`src/rtl/keypad_scanner.sv`:
```
// keypad_scanner: column-scanned 4x4 matrix keypad front end.
// Drives one column low at a time, samples the synchronised rows, builds a
// 16-bit frame of pressed keys and debounces single-key frames into a key
// code, a one-clock strobe and a held flag. Multi-key frames count as no key.
// Optional feature macro: KEYPAD_AUTOREPEAT_EN (auto-repeat strobes while held).
module keypad_scanner #(
  parameter int SCAN_CYCLES    = 5000,
  parameter int DEBOUNCE_SCANS = 4,
  parameter int REPEAT_SCANS   = 50
) (
  input  logic       clock,
  input  logic       resetN,
  input  logic [3:0] keypadRow,
  output logic [3:0] keypadCol,
  output logic [3:0] keypadButton,
  output logic       keyStrobe,
  output logic       keyHeld
);

  localparam int SCW = $clog2(SCAN_CYCLES);
  localparam logic [SCW-1:0] SCAN_LAST = SCW'(SCAN_CYCLES - 1);
  localparam int DBW = $clog2(DEBOUNCE_SCANS + 1);
  localparam logic [DBW-1:0] DEB_FINAL = DBW'(DEBOUNCE_SCANS - 1);

  typedef enum logic [1:0] {IDLE, DEB_PRESS, PRESSED, DEB_RELEASE} state_e;

  logic [1:0]     rstSync_q;
  logic           rstN;
  logic [3:0]     rowMeta_q, rowSync_q;
  logic [1:0]     colIdx_q, colIdx_d;
  logic [SCW-1:0] scanCnt_q, scanCnt_d;
  logic [3:0]     keypadCol_q, keypadCol_d;
  logic [15:0]    accum_q, accum_d;
  logic [15:0]    sampleBits, frameMask;
  logic           sampleEdge, evalEdge;
  logic [4:0]     keyCount;
  logic [3:0]     keyCode;
  logic           isSingle;
  state_e         state_q, state_d;
  logic [DBW-1:0] cnt_q, cnt_d;
  logic [3:0]     cand_q, cand_d;
  logic [3:0]     button_q, button_d;
  logic           strobe_q, strobe_d;
  logic           held_q, held_d;
  logic           accept;
  logic           repeatFire;

  // Reset synchroniser: assertion is immediate, release waits two clocks
  always_ff @(posedge clock or negedge resetN) begin
    if (!resetN) rstSync_q <= 2'b00;
    else         rstSync_q <= {rstSync_q[0], 1'b1};
  end

  assign rstN = rstSync_q[1];

  // Scan datapath next-state: column timing, current column's keys, frame accumulator
  always_comb begin
    sampleEdge = (scanCnt_q == SCAN_LAST);
    evalEdge   = sampleEdge && (colIdx_q == 2'd3);
    sampleBits = '0;
    for (int r = 0; r < 4; r++) begin
      sampleBits[{2'(r), colIdx_q}] = ~rowSync_q[2'(r)];
    end
    frameMask   = accum_q | sampleBits;
    scanCnt_d   = sampleEdge ? '0 : scanCnt_q + SCW'(1);
    colIdx_d    = sampleEdge ? colIdx_q + 2'd1 : colIdx_q;
    keypadCol_d = ~(4'b0001 << colIdx_d);
    accum_d     = accum_q;
    if (sampleEdge) accum_d = (colIdx_q == 2'd3) ? '0 : frameMask;
  end

  // Frame classification: count pressed keys and remember which one
  always_comb begin
    keyCount = '0;
    keyCode  = '0;
    for (int i = 0; i < 16; i++) begin
      if (frameMask[4'(i)]) begin
        keyCount = keyCount + 5'd1;
        keyCode  = 4'(i);
      end
    end
    isSingle = (keyCount == 5'd1);
  end

  // State register: scanner, synchroniser, debounce FSM and registered outputs
  always_ff @(posedge clock or negedge rstN) begin
    if (!rstN) begin
      rowMeta_q   <= 4'hF;
      rowSync_q   <= 4'hF;
      colIdx_q    <= 2'd0;
      scanCnt_q   <= '0;
      keypadCol_q <= 4'b1110;
      accum_q     <= '0;
      state_q     <= IDLE;
      cnt_q       <= '0;
      cand_q      <= '0;
      button_q    <= '0;
      strobe_q    <= 1'b0;
      held_q      <= 1'b0;
    end else begin
      rowMeta_q   <= keypadRow;
      rowSync_q   <= rowMeta_q;
      colIdx_q    <= colIdx_d;
      scanCnt_q   <= scanCnt_d;
      keypadCol_q <= keypadCol_d;
      accum_q     <= accum_d;
      state_q     <= state_d;
      cnt_q       <= cnt_d;
      cand_q      <= cand_d;
      button_q    <= button_d;
      strobe_q    <= strobe_d;
      held_q      <= held_d;
    end
  end

  // Next-state logic: debounce transitions happen only on the frame-evaluation edge
  always_comb begin
    state_d = state_q;
    cnt_d   = cnt_q;
    cand_d  = cand_q;
    if (evalEdge) begin
      case (state_q)
        IDLE: begin
          if (isSingle) begin
            cand_d  = keyCode;
            cnt_d   = DBW'(1);
            state_d = DEB_PRESS;
          end
        end
        DEB_PRESS: begin
          if (isSingle && keyCode == cand_q) begin
            if (cnt_q == DEB_FINAL) begin
              state_d = PRESSED;
              cnt_d   = '0;
            end else begin
              cnt_d = cnt_q + DBW'(1);
            end
          end else if (isSingle) begin
            cand_d = keyCode;
            cnt_d  = DBW'(1);
          end else begin
            state_d = IDLE;
            cnt_d   = '0;
          end
        end
        PRESSED: begin
          if (!(isSingle && keyCode == button_q)) begin
            state_d = DEB_RELEASE;
            cnt_d   = DBW'(1);
          end
        end
        DEB_RELEASE: begin
          if (isSingle && keyCode == button_q) begin
            state_d = PRESSED;
            cnt_d   = '0;
          end else if (cnt_q == DEB_FINAL) begin
            state_d = IDLE;
            cnt_d   = '0;
          end else begin
            cnt_d = cnt_q + DBW'(1);
          end
        end
        default: begin
          state_d = IDLE;
          cnt_d   = '0;
        end
      endcase
    end
  end

`ifdef KEYPAD_AUTOREPEAT_EN
  localparam int RPW = $clog2(REPEAT_SCANS + 1);
  localparam logic [RPW-1:0] REP_FINAL = RPW'(REPEAT_SCANS - 1);
  logic [RPW-1:0] repCnt_q, repCnt_d;

  // Repeat frame counter: only runs while staying in PRESSED, cleared otherwise
  always_comb begin
    repCnt_d   = repCnt_q;
    repeatFire = 1'b0;
    if (state_q != PRESSED || state_d != PRESSED) begin
      repCnt_d = '0;
    end else if (evalEdge) begin
      if (repCnt_q == REP_FINAL) begin
        repCnt_d   = '0;
        repeatFire = 1'b1;
      end else begin
        repCnt_d = repCnt_q + RPW'(1);
      end
    end
  end

  // Repeat counter register
  always_ff @(posedge clock or negedge rstN) begin
    if (!rstN) repCnt_q <= '0;
    else       repCnt_q <= repCnt_d;
  end
`else
  assign repeatFire = 1'b0;
`endif

  // Output logic: code latches only on acceptance, held follows the pressed states
  always_comb begin
    accept   = evalEdge && (state_q == DEB_PRESS) && (state_d == PRESSED);
    button_d = accept ? cand_q : button_q;
    strobe_d = accept | repeatFire;
    held_d   = (state_d == PRESSED) || (state_d == DEB_RELEASE);
  end

  assign keypadCol    = keypadCol_q;
  assign keypadButton = button_q;
  assign keyStrobe    = strobe_q;
  assign keyHeld      = held_q;

endmodule

```
`config.mk`:
```
export PLATFORM = sky130hd
export DESIGN_NAME = keypad_scanner
export DESIGN_NICKNAME = d
export VERILOG_FILES = /design/src/rtl/keypad_scanner.sv
export SDC_FILE = /design/constraint.sdc
export NUM_CORES = 1
export LEC_CHECK = 0
export CAP_MARGIN = 20
export CORE_UTILIZATION = 40
export CTS_CLUSTER_DIAMETER = 100
export DETAILED_ROUTE_END_ITERATION = 12
export HOLD_SLACK_MARGIN = 0.1
export SLEW_MARGIN = 20
export SYNTH_ARGS = -nofsm -noshare
export SYNTH_HDL_FRONTEND = slang
export SYNTH_SLANG_ARGS = --single-unit
```
`constraint.sdc`:
```
create_clock -name clock -period 2.5 [get_ports clock]
set_input_delay 0.25 -clock clock [delete_from_list [all_inputs] [get_ports clock]]
set_output_delay 0.25 -clock clock [all_outputs]
set_load 0.01 [all_outputs]
```
-- Yosys cells after proc, flatten, opt, wreduce, memory -nomap -nowiden
Cells that the tools add are included.
- bits in registers: 56
- bits in latches: 0
- memory bits (writable): 0
- ROM bits: 0
- bits of input ports: 6
- output and inout port bits: 10
- memories: 0
- add/subtract/negate cells: 10
- $mul: 0
- divide/modulo/power cells: 0
- $lt $le $gt $ge: 8
- equality and inequality tests: 14
- shifts and indexed selects: 1
- muxes and demuxes: 48
- bitwise gates (word level): 5
- reductions and logical operators: 14
- operators by type and width (kind ; count):
    bitwise mux 16 bit ; 3
    adder 5 x 1 -> 5 bit (second input constant) ; 7
    two-way mux 5 bit ; 7
    two-way mux 4 bit ; 8
    two-way mux 2 bit ; 9
    bitwise AND 16 x 4 -> 16 bit ; 1
    two-way mux 16 bit ; 1
    bitwise OR 16 bit ; 1
    two-way mux 3 bit ; 5
    adder 13 x 1 -> 13 bit (second input constant) ; 1
    equality test 13 bit (second input constant) ; 1
    two-way mux 13 bit ; 1
    one-hot mux 3 bit (4 select lines) ; 1
    equality test 2 bit (second input constant) ; 5
    less-than comparator 4 x 5 -> 1 bit (second input constant) ; 2
    logical AND 1 bit ; 9
    demux 1 bit (select 2 bit) ; 4
    equality test 4 bit ; 2
    greater-or-equal comparator 4 x 1 -> 1 bit (second input constant) ; 2
    one-hot mux 2 bit (4 select lines) ; 1
    one-hot mux 4 bit (2 select lines) ; 1
    two-way mux 1 bit ; 7
    inequality test 2 bit (second input constant) ; 3
    AND reduction 3 bit ; 2
    other kinds (15) ; 16

-- Depth between registers and ports, before layout
Gate-level depths: netlist of the first run.
- depth after elaboration: 31
- gate-level depth with buffers: 31
- mapped depth without buffers: 30

-- Worst setup path before layout of the first run
No wires, ideal clock.
- kind: register to register
- start point: reg colIdx_q[0]
- end point: reg button_q[0] (netlist: keypadButton[0])
- arrival: 5.438 ns
- data required time: 2.375 ns
- setup slack: -3.063 ns
- stages on the path, launching flop included: 29
- path buffers: 1
- period minus slack after synthesis: 5.563 ns
- path through: dfrtp_1 -> ha_1 -> and2b_1 -> or2_2 -> ha_1 -> xnor2_1 -> ha_1 -> o21ba_2 -> a31oi_1 -> ha_1 -> o21ai_0 -> nand2_1 -> ha_1 -> o21ai_0 -> o21ai_0 -> a31o_2 -> ha_1 -> nor2_1 -> nor2_1 -> ha_1 -> nand2b_1 -> xor2_1 -> xnor2_1 -> a31oi_1 -> o211a_4 -> nand2_2 -> or3_1 -> buf_6 -> mux2_4
- cells in the longest elaborated chain, start to end: 31
- elaborated cells on any way between the ends: 54
- those cells by class: 7 x add/sub; 4 x order compare; 5 x eq/ne; 29 x mux; 2 x bitwise; 7 x reduce/logical
- RTL lines (what ; line ; RTL):
    start: declaration ; 30 ; logic [1:0] colIdx_q, colIdx_d;
    start signal: assignment ; 103 ; colIdx_q <= colIdx_d;
    less-than comparator 2 x 5 -> 1 bit (implied by the code) / greater-or-equal comparator 2 x 1 -> 1 bit (equally long branches) ; 62 ; sampleBits[{2'(r), colIdx_q}] = ~rowSync_q[2'(r)];
    logical AND 1 bit (implied by the code) ; 62 ;
    two-way mux 1 bit (implied by the code) ; 62 ;
    demux 1 bit (select 2 bit) ; 62 ;
    bitwise AND 16 x 4 -> 16 bit (no line) ; - ;
    bitwise mux 16 bit (3 in a row) ; 62 ;
    bitwise OR 16 bit ; 64 ; frameMask = accum_q | sampleBits;
    two-way mux 1 bit ; 77 ; if (frameMask[4'(i)]) begin
    [13 not listed] ; - ;
    two-way mux 5 bit ; 77 ;
    equality test 5 x 1 -> 1 bit ; 82 ; isSingle = (keyCount == 5'd1);
    two-way mux 2 bit, or another cell as far along ; 138 ; end else if (isSingle) begin
    two-way mux 2 bit (on tied branches) ; 131, 147, 153 ;
    one-hot mux 2 bit (4 select lines) ; 122 ; case (state_q)
    two-way mux 2 bit ; 121 ; if (evalEdge) begin
    equality test 2 bit ; 203 ; accept = evalEdge && (state_q == DEB_PRESS) && (state_d == PRESSED);
    logical AND 1 bit * ; 203 ;
    end signal: assignment ; 110 ; button_q <= button_d;
    end: declaration ; 42 ; logic [3:0] button_q, button_d;
Every way passes the cells marked *; elsewhere a longest branch is shown, timed or not.
A chain may end at the register's enable or synchronous reset.

-- Worst setup path after layout of the first run
Ends and elaborated chain as after synthesis.

==> flow_summary.toml, run 1 <==
[run_status]
status = "finished, violations left"
violations = "setup timing"

[worst_setup_path]
startpoint_type = "flip-flop"
crit_type = "reg2reg"
end_kind = "flip-flop"
cp_max_fo = 5
reg2regPathDepth = 27
critPathArrivalTime_ns = 5.47
crit_required_ns = 2.69

[global_routing]
top_usage_layer = "met2"
grt_pass1_vias = 2402
gr-total-overflow = 0
grt_usage_pct = 18.2
grt_max_degree = 45
grtUsageMet1_pct = 25.6
grt_antenna_before_repair = 0
grt_use_met2_pct = 30.2
grt_util_met3_pct = 2.38
grt_pass1_wl_um = 10900

[synthesis]
synth_compound_area_share_pct = 16.0
synth-seq-cells = 46
synthesis.area_um2 = 2870
yosysTopAreaCellShare_pct = 34.1
synth_fa_ha_area_share_pct = 5.68
synth_edf_count = 0
synth-seq-area-share_pct = 40.5
syn_nets = 331
ys_types = 62
yosys-top-cells-area = "dfrtp_1, dfstp_2, ha_1, nor2_1, nand2_1"
yosysWarnings = 0
synth-xor-area-share_pct = 7.73
ys.flop_type = "dfrtp_1"
async_flop_share_pct = 100
syn_inst = 312
synth.avg_cell_area_um2 = 9.18
synth_top_family_by_area = "simple AND/OR/NAND/NOR gates"
synthMuxAreaShare_pct = 2.66
synth_area_leader_cell = "dfrtp_1"
synth-simple-area-share_pct = 23.4

[timing]
period_share_pct = 211
finClkSkew_ns = 0.0103
slew_violations = 0
period_minus_slack_ns = 5.28
tns_ns = -33.84
final-setup-viol-count = 13
setup_slack_ns = -2.78
rsz0062_at_grt = "yes"
relSlewSlack_pct = 37.1
fmax_mhz = 189
worst_pin_slew_ns = 0.944
hold_viol = 0

[clocking]
clkLatencyLatePin_ns = 0.29
cts_root_buf = "clkbuf_8"
htreeDepth = 2
cts.sinks = 46
cts_buffers = 5
cts_tree = "built"
max-clock-path-buffers = 2
path_clk_slew_ns = 0.09

[placed_design]
port_buffers = 12
dp_hpwl_um = 4700
place.gp.congestion = 0.792

[route]
ant_nets = 0
avgRoutedWirePerCell_um = 12.5
via_per_inst = 4.95
drtIter0Drc = 97
drc_errors = 0
drt-total-wl_um = 6170
drtPass1Iterations = 4
vias = 2439

[floorplanning]
dieArea_um2 = 7510
die_h_um = 86.6
start_util_pct = 41.7
die_width_um = 86.6
ioPinCount = 16
num_rows = 30
core_um2 = 6870

[final_layout]
final_common_cell = "buf_4"
nNetsFinal = 415
layout_common_cells = "buf_4, dfrtp_1, nor2_1"
drive_above_1_share_pct = 32.0
areaGrowthSynthToFinish_pct = 35.1
utilization_pct = 56.3
nFillCells = 634
n_antenna_cell = 0

[power_and_ir_drop]
powerDensity_nw_per_um2 = 370
peakVddDrop_mv = 0.378
p_leak_nw = 1.74

[hold_path]
hold_class = "in2async"

[job]
cap_violations = 0
metal layers:
| layer | vias up | part of all wire (%) |
|---|---|---|
| li1 | 1249 | - |
| met2 | 22 | 48 |
| met4 | 0 | 0.58 |
| met5 | - | 0 |
| met3 | 5 | 2.2 |
| met1 | 1163 | 49 |
metrics by stage:
| step | std cells | area [um^2] | power (mW) | hold WS (ns) | worst slack (ns) |
|---|---|---|---|---|---|
| detailed placement | 481 | 3640 | 0.873 | 0.339 | -3.03 |
| floorplan | 312 | 2940 | 0.834 | -0.0456 | -2.79 |
| global route | 493 | 3870 | 1.49 | 0.109 | -3.06 |
| CTS | 491 | 3840 | 1.45 | 0.100 | -2.91 |
| global placement | 481 | 3640 | 0.870 | 0.339 | -2.84 |
| finish | 493 | 3870 | 1.43 | 0.108 | -2.78 |
flip-flops by register name, indices dropped and copies added (netlist names):
name          flops
accum_q           8
cand_q            3
cnt_q             3
colIdx_q          2
keyHeld           1
keyStrobe         1
keypadButton      3
keypadCol         4
rowMeta_q         2
rowSync_q         2
rstSync_q         2
scanCnt_q        13
state_q           2
path summary, 6_finish.rpt:
| check | start | end | slack (ns) |
|---|---|---|---|
| setup / recovery | colIdx_q[0]$_DFF_PN0_ | keypadButton[0]$_DFFE_PN0P_ | -2.78 |
| hold / removal | resetN | rstSync_q[0]$_DFF_PN0_ | 0.11 |
| setup reg to reg | colIdx_q[0]$_DFF_PN0_ | keypadButton[0]$_DFFE_PN0P_ | -2.78 |
| hold reg to reg | rowMeta_q[0]$_DFF_PN1_ | rowSync_q[0]$_DFF_PN1_ | 0.36 |
| max in group asynchronous | rstSync_q[1]$_DFF_PN0_ | accum_q[3]$_DFFE_PN0N_ | 1.48 |
| min in group clock | rowMeta_q[0]$_DFF_PN1_ | rowSync_q[0]$_DFF_PN1_ | 0.36 |
layout make-up:
class	count	area, um^2	share of cell area (%)
multi-input combinational	244	1750	45.1
tap	96	120	3.10
timing repair buffer	85	672	17.4
sequential	46	1160	30.0
clock inverter	1	30.0	0.776
clock buffer	7	86.3	2.23
inverter	14	53.8	1.39
worst max-delay path: stages, from the launching register on:
cell      delay [ns]
dfrtp_1         0.42
ha_2            0.19
and2b_1         0.16
or2_4           0.26
ha_4            0.25
xnor2_2         0.13
ha_1            0.30
o21ba_4         0.16
a31oi_4         0.19
ha_4            0.24
o21ai_2         0.07
nand2_1         0.07
ha_1            0.27
o21ai_1         0.07
o21ai_1         0.07
a31o_2          0.24
ha_4            0.28
nor2_4          0.03
nor2_2          0.11
ha_2            0.16
nand2b_1        0.06
xor2_1          0.18
xnor2_1         0.14
a31oi_2         0.20
o211a_4         0.19
nand2_2         0.05
or3_4           0.37
mux2_4          0.31
synthesized netlist by cell type (3+ instances only):
master / n
dfrtp_1: 39
or4_1: 3
nor4_1: 4
nand3_1: 10
o21a_1: 3
ha_1: 13
or2_2: 4
nor2b_1: 6
a21oi_1: 18
and2b_1: 3
dfstp_2: 7
xor2_1: 8
and3_1: 4
nor2_1: 36
xnor2_1: 12
or3_1: 7
a21o_1: 3
nand2_1: 30
inv_1: 13
o211ai_1: 3
a31oi_1: 3
o21ai_0: 20
mux2_4: 3
o21ai_1: 3
nor3_1: 5
and2_1: 4
power by group:
part | switching [mW] | leakage, nW | internal [mW]
combinational | 0.0482 | 1.08 | 0.0532
clock | 0.240 | 0.0585 | 0.326
sequential | 0.0149 | 0.603 | 0.751
total | 0.303 | 1.74 | 1.13
cell families after synthesis:
logic type | Yosys count
AOI/OAI and AO/OA | 71
xor gates and xnor gates | 22
adders and majority gates | 13
buffers and inverters | 22
DFF | 46
muxes | 6
other | 2
and+or+nand+nor | 130
timing repair:
item / 4_1_cts / 5_1_grt
resized for setup: 11 / 7
pin swaps: 18 / 10
buffers inserted: 3 / 2
setup endpoints to repair: 13 / 13
hold buffers: 0 / 0
No activity file was read; power rests on OpenSTA's default activity.
==> run 2, diff against run 1 <==
--- a/config.mk
+++ b/config.mk
@@ -9,7 +9,7 @@
 export CORE_UTILIZATION = 40
 export CTS_CLUSTER_DIAMETER = 100
 export DETAILED_ROUTE_END_ITERATION = 12
-export HOLD_SLACK_MARGIN = 0.1
+export GPL_ROUTABILITY_DRIVEN = 0
 export SLEW_MARGIN = 20
 export SYNTH_ARGS = -nofsm -noshare
 export SYNTH_HDL_FRONTEND = slang
==> results of run 2 <==
Same layout as run 1: the final DEF is identical, and so are final timing and power.
==> run 3, diff against run 2 <==
--- a/config.mk
+++ b/config.mk
@@ -5,6 +5,7 @@
 export SDC_FILE = /design/constraint.sdc
 export NUM_CORES = 1
 export LEC_CHECK = 0
+export ABC_CLOCK_PERIOD_IN_PS = 2500
 export CAP_MARGIN = 20
 export CORE_UTILIZATION = 40
 export CTS_CLUSTER_DIAMETER = 100
==> results of run 3 <==
Same layout as run 1: the final DEF is identical, and so are final timing and power.
